--- src/rtl/ps2_keycode.sv ---
// ps2_keycode: PS/2 keyboard receiver that turns scan-code set 2 frames into a held-key HID usage code.
// Define PS2_PARITY_CHECK_EN to reject frames whose odd parity does not match.
module ps2_keycode #(
   parameter int TIMEOUT_CYCLES = 10000
) (
   input  logic       Clk,
   input  logic       Reset,
   input  logic       ps2_clk,
   input  logic       ps2_data,
   output logic [7:0] keycode,
   output logic       key_valid,
   output logic       frame_err
);
   localparam int TW = $clog2(TIMEOUT_CYCLES + 1);
   typedef enum logic [1:0] {IDLE, DATA, PARITY, STOP} state_t;
   state_t        state;
   logic [1:0]    clk_s, data_s;
   logic          clk_q, fall, bit_in, par_ok;
   logic [2:0]    bit_cnt;
   logic [7:0]    shift, code, next_key;
   logic [TW-1:0] tmo_cnt;
   logic          byte_stb, tmo_stb, ext, brk, mapped;
`ifdef PS2_PARITY_CHECK_EN
   logic          par;
   assign par_ok = ^{shift, par};
`else
   assign par_ok = 1'b1;
`endif
   always_ff @(posedge Clk) begin
      if (Reset) begin
         clk_s  <= 2'b11;
         data_s <= 2'b11;
         clk_q  <= 1'b1;
      end else begin
         clk_s  <= {clk_s[0], ps2_clk};
         data_s <= {data_s[0], ps2_data};
         clk_q  <= clk_s[1];
      end
   end
   assign fall   = clk_q & ~clk_s[1];
   assign bit_in = data_s[1];
   always_ff @(posedge Clk) begin
      if (Reset) begin
         state     <= IDLE;
         bit_cnt   <= '0;
         shift     <= '0;
         tmo_cnt   <= '0;
         byte_stb  <= 1'b0;
         tmo_stb   <= 1'b0;
         frame_err <= 1'b0;
`ifdef PS2_PARITY_CHECK_EN
         par       <= 1'b0;
`endif
      end else begin
         byte_stb  <= 1'b0;
         tmo_stb   <= 1'b0;
         frame_err <= 1'b0;
         tmo_cnt   <= (state == IDLE || fall) ? '0 : tmo_cnt + 1'b1;
         if (state != IDLE && !fall && tmo_cnt == TW'(TIMEOUT_CYCLES - 1)) begin
            state     <= IDLE;
            bit_cnt   <= '0;
            tmo_cnt   <= '0;
            tmo_stb   <= 1'b1;
            frame_err <= 1'b1;
         end else if (fall) begin
            case (state)
               IDLE: begin
                  state   <= bit_in ? IDLE : DATA;
                  bit_cnt <= '0;
               end
               DATA: begin
                  shift   <= {bit_in, shift[7:1]};
                  bit_cnt <= bit_cnt + 3'd1;
                  state   <= (bit_cnt == 3'd7) ? PARITY : DATA;
               end
               PARITY: begin
`ifdef PS2_PARITY_CHECK_EN
                  par   <= bit_in;
`endif
                  state <= STOP;
               end
               STOP: begin
                  state     <= IDLE;
                  byte_stb  <= bit_in & par_ok;
                  frame_err <= ~(bit_in & par_ok);
               end
            endcase
         end
      end
   end
   // Extended (E0-prefixed) codes use a separate table; 0x00 marks an unmapped byte.
   always_comb begin
      code = ext ? (shift == 8'h75 ? 8'h52 :
                    shift == 8'h72 ? 8'h51 :
                    shift == 8'h6B ? 8'h50 :
                    shift == 8'h74 ? 8'h4F :
                    shift == 8'h5A ? 8'h28 : 8'h00)
                 : (shift == 8'h1D ? 8'h1A :
                    shift == 8'h1B ? 8'h16 :
                    shift == 8'h1C ? 8'h04 :
                    shift == 8'h23 ? 8'h07 :
                    shift == 8'h5A ? 8'h28 :
                    shift == 8'h29 ? 8'h2C : 8'h00);
      mapped   = code != 8'h00;
      next_key = brk ? ((code == keycode) ? 8'h00 : keycode) : code;
   end
   always_ff @(posedge Clk) begin
      if (Reset) begin
         keycode   <= 8'h00;
         key_valid <= 1'b0;
         ext       <= 1'b0;
         brk       <= 1'b0;
      end else begin
         key_valid <= 1'b0;
         if (tmo_stb) begin
            ext <= 1'b0;
            brk <= 1'b0;
         end else if (byte_stb) begin
            if (shift == 8'hE0) ext <= 1'b1;
            else if (shift == 8'hF0) brk <= 1'b1;
            else begin
               ext <= 1'b0;
               brk <= 1'b0;
               if (mapped && next_key != keycode) begin
                  keycode   <= next_key;
                  key_valid <= 1'b1;
               end
            end
         end
      end
   end
endmodule

--- config.mk ---
export PLATFORM = sky130hd
export DESIGN_NAME = ps2_keycode
export DESIGN_NICKNAME = d
export VERILOG_FILES = /design/src/rtl/ps2_keycode.sv
export SDC_FILE = /design/constraint.sdc
export NUM_CORES = 1
export LEC_CHECK = 0
export ABC_CLOCK_PERIOD_IN_PS = 3400
export CAP_MARGIN = 20
export CORE_ASPECT_RATIO = 1.25
export CORE_UTILIZATION = 50
export DETAILED_ROUTE_END_ITERATION = 6
export PLACE_DENSITY = 0.69
export SLEW_MARGIN = 30
export SYNTH_ARGS = -nofsm -noshare
export SYNTH_HDL_FRONTEND = slang
export SYNTH_SLANG_ARGS = --single-unit
--- constraint.sdc ---
create_clock -name Clk -period 3.4 [get_ports Clk]
set_input_delay 0.68 -clock Clk [delete_from_list [all_inputs] [get_ports Clk]]
set_output_delay 0.68 -clock Clk [all_outputs]
set_load 0.02 [all_outputs]
==> results of run 1 <==
## flip-flops by register name (all words and copies together), names as in the netlist, named ones only
signal,flops
keycode,8
byte_stb,1
bit_cnt,3
shift,8
ext,1
tmo_stb,1
key_valid,1
tmo_cnt,14
clk_s,2
brk,1
frame_err,1
state,1
clk_q,1
data_s,2
## logic make-up after synthesis
family                   count (synthesis)  synth area share
XOR/XNOR                                15            0.0574
AO/OA/AOI/OAI                           49             0.166
flip-flops                              46             0.403
buffers and inverters                   15            0.0268
AND/OR/NAND/NOR                        138             0.331
adder cells (fa/ha/maj)                  3            0.0164
## power groups by stage
stage / Clock (mW) / Combinational, mW / Sequential [mW]
after floorplan: 0 / 0.0118 / 0.555
after global placement: 0 / 0.0180 / 0.555
after detailed placement: 0 / 0.0184 / 0.555
after CTS: 0.396 / 0.0183 / 0.542
after global routing: 0.417 / 0.0202 / 0.543
final: 0.385 / 0.0182 / 0.542
## synthesized netlist by cell type, types with 2 or more instances
library cell  count
and2_1            4
nand4b_1          3
nor2_1           39
or2_2             7
clkbuf_1          8
and4bb_1          2
o21ai_0           3
nand2_1          27
dfxtp_1          46
or3b_1            2
nor2b_1           2
nand4_1           3
a21oi_1          16
ha_1              3
nand2b_1          9
xor2_1            6
nor4_2            2
o32ai_1           2
o21bai_1          2
nand3b_1          5
nor3_1            6
nor4b_1           2
nor3b_1           2
inv_1             5
or4_1             2
nand3_1           6
and3_1            8
a211oi_1          3
a22oi_1           2
xnor2_1           9
a22o_1            7
## how the worst max path moves through the flow
stage	start	endpoint	slack [ns]	cells after the start
after CTS	shift[4]$_SDFFE_PP0P_	keycode[4]$_SDFFE_PP0P_	0.47	9
after global routing	shift[4]$_SDFFE_PP0P_	keycode[6]$_SDFFE_PP0P_	0.19	9
after floorplan	shift[2]$_SDFFE_PP0P_	keycode[0]$_SDFFE_PP0P_	0.79	9
final	shift[4]$_SDFFE_PP0P_	keycode[0]$_SDFFE_PP0P_	0.48	9
after detailed placement	shift[4]$_SDFFE_PP0P_	keycode[0]$_SDFFE_PP0P_	0.48	9
after global placement	shift[4]$_SDFFE_PP0P_	keycode[5]$_SDFFE_PP0P_	0.55	9
## routing by layer
| metal | vias up | part of all wire | global-route usage |
|---|---|---|---|
| met4 | 0 | 0.040 | 0.158 |
| met3 | 15 | 0.023 | 0.0397 |
| li1 | 961 | - | - |
| met2 | 30 | 0.51 | 0.364 |
| met5 | - | 0 | 0 |
| met1 | 880 | 0.43 | 0.224 |
## cell type report
class / instances / area [um2] / area share
inverter: 5 / 18.8 / 0.00732
tap: 58 / 72.6 / 0.0283
clock buffer: 8 / 110 / 0.0429
timing repair buffer: 14 / 138 / 0.0537
sequential: 46 / 921 / 0.359
multi-input combinational: 205 / 1310 / 0.509
## through the flow
step / total power [mW] / setup WS [ns] / instances / cell area [um2]
3_5_place_dp: 0.574 / 0.483 / 328 / 2450
6_report: 0.945 / 0.478 / 336 / 2560
5_1_grt: 0.980 / 0.193 / 336 / 2560
2_1_floorplan: 0.566 / 0.793 / 266 / 2290
3_3_place_gp: 0.573 / 0.549 / 328 / 2450
4_1_cts: 0.956 / 0.469 / 336 / 2560
==> flow_metrics.env, run 1 <==
export IMPL_hp_class="reg -> reg"
export IMPL_postCtsSetupBuffers=0
export IMPL_fin_util=0.584
export IMPL_drtAntennaViolNets=0
export IMPL_start_util=0.521
export IMPL_fp_row_count=27
export IMPL_critPathBufInv=0
export IMPL_root_buffer="clkbuf_8"
export IMPL_min_to="clk_s[1]$_SDFF_PP1_"
export IMPL_post_cts_resized=0
export IMPL_r2r_setup_slack_ns=0.48
export IMPL_slowest_stage="dfxtp_1"
export IMPL_cts_htree_levels=2
export IMPL_first_pass_iters=4
export IMPL_ys_warn_count=0
export IMPL_switchingPower_mw=0.191
export IMPL_synth_area_leaders="dfxtp_1, nor2_1, nand2_1"
export IMPL_end_kind="flip-flop"
export IMPL_die_area_um2=4850
export IMPL_arrival_ns=3.12
export IMPL_hold_depth=1
export IMPL_rsz0062_at_grt="no"
export IMPL_seq_area_frac_synth=0.403
export IMPL_worstHoldStart="clk_s[0]$_SDFF_PP1_"
export IMPL_r2r_end="keycode[0]$_SDFFE_PP0P_"
export IMPL_critPathMaxStageDelay_ns=0.52
export IMPL_numCtsBuffers=5
export IMPL_worstMarginPinSlew_ns=0.507
export IMPL_cts_sinks=46
export IMPL_finalHoldViolCount=0
export IMPL_antenna_found_initial=0
export IMPL_synth_top_area_share=0.403
export IMPL_peakVddDrop_uv=306
export IMPL_synth_flop_cell="dfxtp_1"
export IMPL_synthCells=266
export IMPL_dr_first_iter_drc_count=73
export IMPL_ys_seq_elements=46
export IMPL_track_usage=0.210
export IMPL_timing_worst_setup_path_type="reg -> reg"
export IMPL_finalClockSkew_ns=0.00518
export IMPL_run_status="finished, final reports clean"
export IMPL_core_um2=4390
export IMPL_cts_path_max_buffers=2
export IMPL_wl_per_cell_um=13.5
export IMPL_syn_nets=273
export IMPL_ctsHoldBuffers=0
export IMPL_final_cell_mix="dfxtp_1, nor2_1, nand2_1, a21oi_1, clkdlybuf4s50_1"
export IMPL_setup_violations=0
export IMPL_synth_cell_type_count=54
export IMPL_grt_pass1_wl_um=8000
export IMPL_die_height_um=77.6
export IMPL_fin_nets=284
export IMPL_maxCapViolations=0
export IMPL_intPower_mw=0.754
export IMPL_remaining_drc_errors=0
export IMPL_mostFrequentLayoutCell="dfxtp_1"
export IMPL_worst_skew_pair_late_latency_ns=0.30
export IMPL_crit_family="simple AND/OR/NAND/NOR gates"
export IMPL_min_period_ns=2.92
export IMPL_drt_total_wl_um=4540
export IMPL_slew_viol_final=0
export IMPL_combPwrFrac=0.019
export IMPL_path_cells="nand3b_1, or4_1, o31ai_1, xor2_1, nor4_2, o211ai_1, a21oi_2, a31oi_4, a22o_1"
export IMPL_synth_async_reset_ratio=0
export IMPL_areaGrowthSynthToFinish_pct=12.1
export IMPL_sequentialPowerShare=0.574
export IMPL_grt_max_degree=20
export IMPL_crit_fanout=13
export IMPL_vias_per_cell=5.61
export IMPL_leakage_nw=0.898
export IMPL_overflow=0
export IMPL_finalSetupTns_ns=0
export IMPL_yosysTopAreaCell="dfxtp_1"
export IMPL_fillCellCount=424
export IMPL_avgSynthCellArea_um2=8.60
export IMPL_clkPwrFrac=0.407
export IMPL_timing_rr_start="shift[4]$_SDFFE_PP0P_"
export IMPL_drive_above_1_share=0.0971
export IMPL_powerDensity_nw_per_um2=368
export IMPL_crit_path_start_kind="flip-flop"
export IMPL_cp_required_ns=3.60
export IMPL_whs_ns=0.414
export IMPL_synth_edff_count=0
export IMPL_grt_pass1_vias=1796
export IMPL_slew_headroom=0.660
export IMPL_vias=1886
export IMPL_io_buffers=13
export IMPL_path_clk_slew_ns=0.08
export IMPL_reg2reg_depth=9
export IMPL_ios=14
export IMPL_fmax_ghz=0.342
export IMPL_syn_cell_area_um2=2290
export IMPL_p_sw_frac=0.202
export IMPL_die_w_um=62.5
export IMPL_fin_crit_sh=0.859
export IMPL_dp_hpwl_um=3350
export IMPL_gp_congestion=0.895
export IMPL_diodes=0
export IMPL_cts_tree="built"
Power figures use the tool's default switching activity.
==> inputs of run 2 (changes only) <==
--- a/config.mk
+++ b/config.mk
@@ -10,6 +10,7 @@
 export CORE_ASPECT_RATIO = 1.25
 export CORE_UTILIZATION = 50
 export DETAILED_ROUTE_END_ITERATION = 6
+export MAX_ROUTING_LAYER = met4
 export PLACE_DENSITY = 0.69
 export SLEW_MARGIN = 30
 export SYNTH_ARGS = -nofsm -noshare
==> flow_metrics.env, run 2 (synthesis gave the netlist of run 1 again) <==
export IMPL_run_status="finished, final reports clean"
export IMPL_worst_skew_pair_late_latency_ns=0.30
export IMPL_fin_util=0.581
export IMPL_track_usage=0.204
export IMPL_diodes=0
export IMPL_combPwrFrac=0.020
export IMPL_mostFrequentLayoutCell="dfxtp_1"
export IMPL_min_period_ns=2.96
export IMPL_end_kind="flip-flop"
export IMPL_hp_class="reg -> reg"
export IMPL_layout_cells_non_filler=336
export IMPL_core_um2=4390
export IMPL_place_area_um2=2450
export IMPL_finalSetupTns_ns=0
export IMPL_die_area_um2=4850
export IMPL_worstMarginPinSlew_ns=0.470
export IMPL_crit_path_start_kind="flip-flop"
export IMPL_largest_reg_flops=14
export IMPL_reg_top3="tmo_cnt: 14 flops, keycode: 8 flops, shift: 8 flops"
export IMPL_wl_per_cell_um=13.2
export IMPL_setup_violations=0
export IMPL_fmax_ghz=0.337
export IMPL_slowest_stage="dfxtp_1"
export IMPL_gp_congestion=0.903
export IMPL_finalHoldViolCount=0
export IMPL_antenna_found_initial=0
export IMPL_cts_tree="built"
export IMPL_cts_path_max_buffers=2
export IMPL_crit_fanout=13
export IMPL_powerDensity_nw_per_um2=356
export IMPL_overflow=0
export IMPL_placed_cells=328
export IMPL_leakage_nw=0.887
export IMPL_ctsHoldBuffers=0
export IMPL_finalWorstSetupSlack_ns=0.436
export IMPL_post_cts_resized=0
export IMPL_vias=1912
export IMPL_areaGrowthSynthToFinish_pct=11.5
export IMPL_drtAntennaViolNets=0
export IMPL_final_area_um2=2550
export IMPL_rsz0062_at_grt="no"
export IMPL_slew_headroom=0.685
export IMPL_p_sw_frac=0.216
export IMPL_root_buffer="clkbuf_8"
export IMPL_vias_per_cell=5.69
export IMPL_switchingPower_mw=0.197
export IMPL_reg2reg_depth=9
export IMPL_ios=14
export IMPL_first_pass_iters=4
export IMPL_cts_htree_levels=2
export IMPL_pre_cts_ws_ns=0.467
export IMPL_finalClockSkew_ns=0.00547
export IMPL_dr_first_iter_drc_count=63
export IMPL_fillCellCount=425
export IMPL_dp_hpwl_um=3360
export IMPL_hold_depth=1
export IMPL_clkPwrFrac=0.384
export IMPL_sequentialPowerShare=0.597
export IMPL_drt_total_wl_um=4450
export IMPL_numCtsBuffers=5
export IMPL_critPathMaxStageDelay_ns=0.53
export IMPL_die_height_um=77.6
export IMPL_fp_row_count=27
export IMPL_peakVddDrop_uv=236
export IMPL_maxCapViolations=0
export IMPL_path_cells="nand3b_1, or4_1, o31ai_1, xor2_1, nor4_2, o211ai_1, a21oi_2, a31oi_4, a22o_1"
export IMPL_io_buffers=13
export IMPL_cts_sinks=46
export IMPL_slew_viol_final=0
export IMPL_fin_nets=284
export IMPL_fin_crit_sh=0.872
export IMPL_final_cell_mix="dfxtp_1, nor2_1, nand2_1, a21oi_1, clkdlybuf4s50_1"
export IMPL_start_util=0.521
export IMPL_die_w_um=62.5
export IMPL_grt_max_degree=15
export IMPL_drive_above_1_share=0.0971
export IMPL_arrival_ns=3.15
export IMPL_timing_worst_setup_path_type="reg -> reg"
export IMPL_largest_register="tmo_cnt"
export IMPL_cp_required_ns=3.59
export IMPL_intPower_mw=0.712
export IMPL_grt_pass1_wl_um=7710
export IMPL_postCtsSetupBuffers=0
export IMPL_path_clk_slew_ns=0.09
export IMPL_remaining_drc_errors=0
export IMPL_grt_pass1_vias=1821
[run 2: metal layers]
metal	vias to the layer above	wire length (um)	GRT usage
li1	963	-	-
met1	899	1890	0.213
met2	34	2270	0.355
met3	16	117	0.0382
met4	0	162	0.119
met5	-	0	-
[run 2: final timing paths]
kind	from	to	slack [ns]
max	shift[4]$_SDFFE_PP0P_	keycode[3]$_SDFFE_PP0P_	0.44
min reg2reg	data_s[0]$_SDFF_PP1_	data_s[1]$_SDFF_PP1_	0.42
min	data_s[0]$_SDFF_PP1_	data_s[1]$_SDFF_PP1_	0.42
max reg2reg	shift[4]$_SDFFE_PP0P_	keycode[3]$_SDFFE_PP0P_	0.44
[run 2: area by class of cell]
class                           count  area [um2]  share of cell area
Clock buffer                        6        82.6              0.0324
Clock inverter                      2        12.5             0.00491
Inverter                            5        18.8             0.00736
Multi-Input combinational cell    205        1310               0.512
Sequential cell                    46         921               0.361
Tap cell                           58        72.6              0.0285
Timing Repair Buffer               14         138              0.0540
[run 2: critical path: cells and delay by family, from the launching register on]
family	cells	cell delay (ns)
flip-flops	1	0.53
AND/OR/NAND/NOR	3	1.20
AO/OA/AOI/OAI	5	0.98
XOR/XNOR	1	0.14
[run 2: through the flow]
stage | hold WS (ns) | power [mW]
after global routing | 0.434 | 0.943
final | 0.417 | 0.909
after CTS | 0.419 | 0.917
after floorplan | 0.389 | 0.566
after detailed placement | 0.396 | 0.573
after global placement | 0.392 | 0.573
[run 2: power groups by stage]
stage	Sequential, mW	Clock [mW]	Combinational, mW
2_1_floorplan	0.555	0	0.0118
3_3_place_gp	0.555	0	0.0180
3_5_place_dp	0.555	0	0.0181
4_1_cts	0.542	0.356	0.0182
5_1_grt	0.543	0.380	0.0200
6_report	0.542	0.349	0.0178
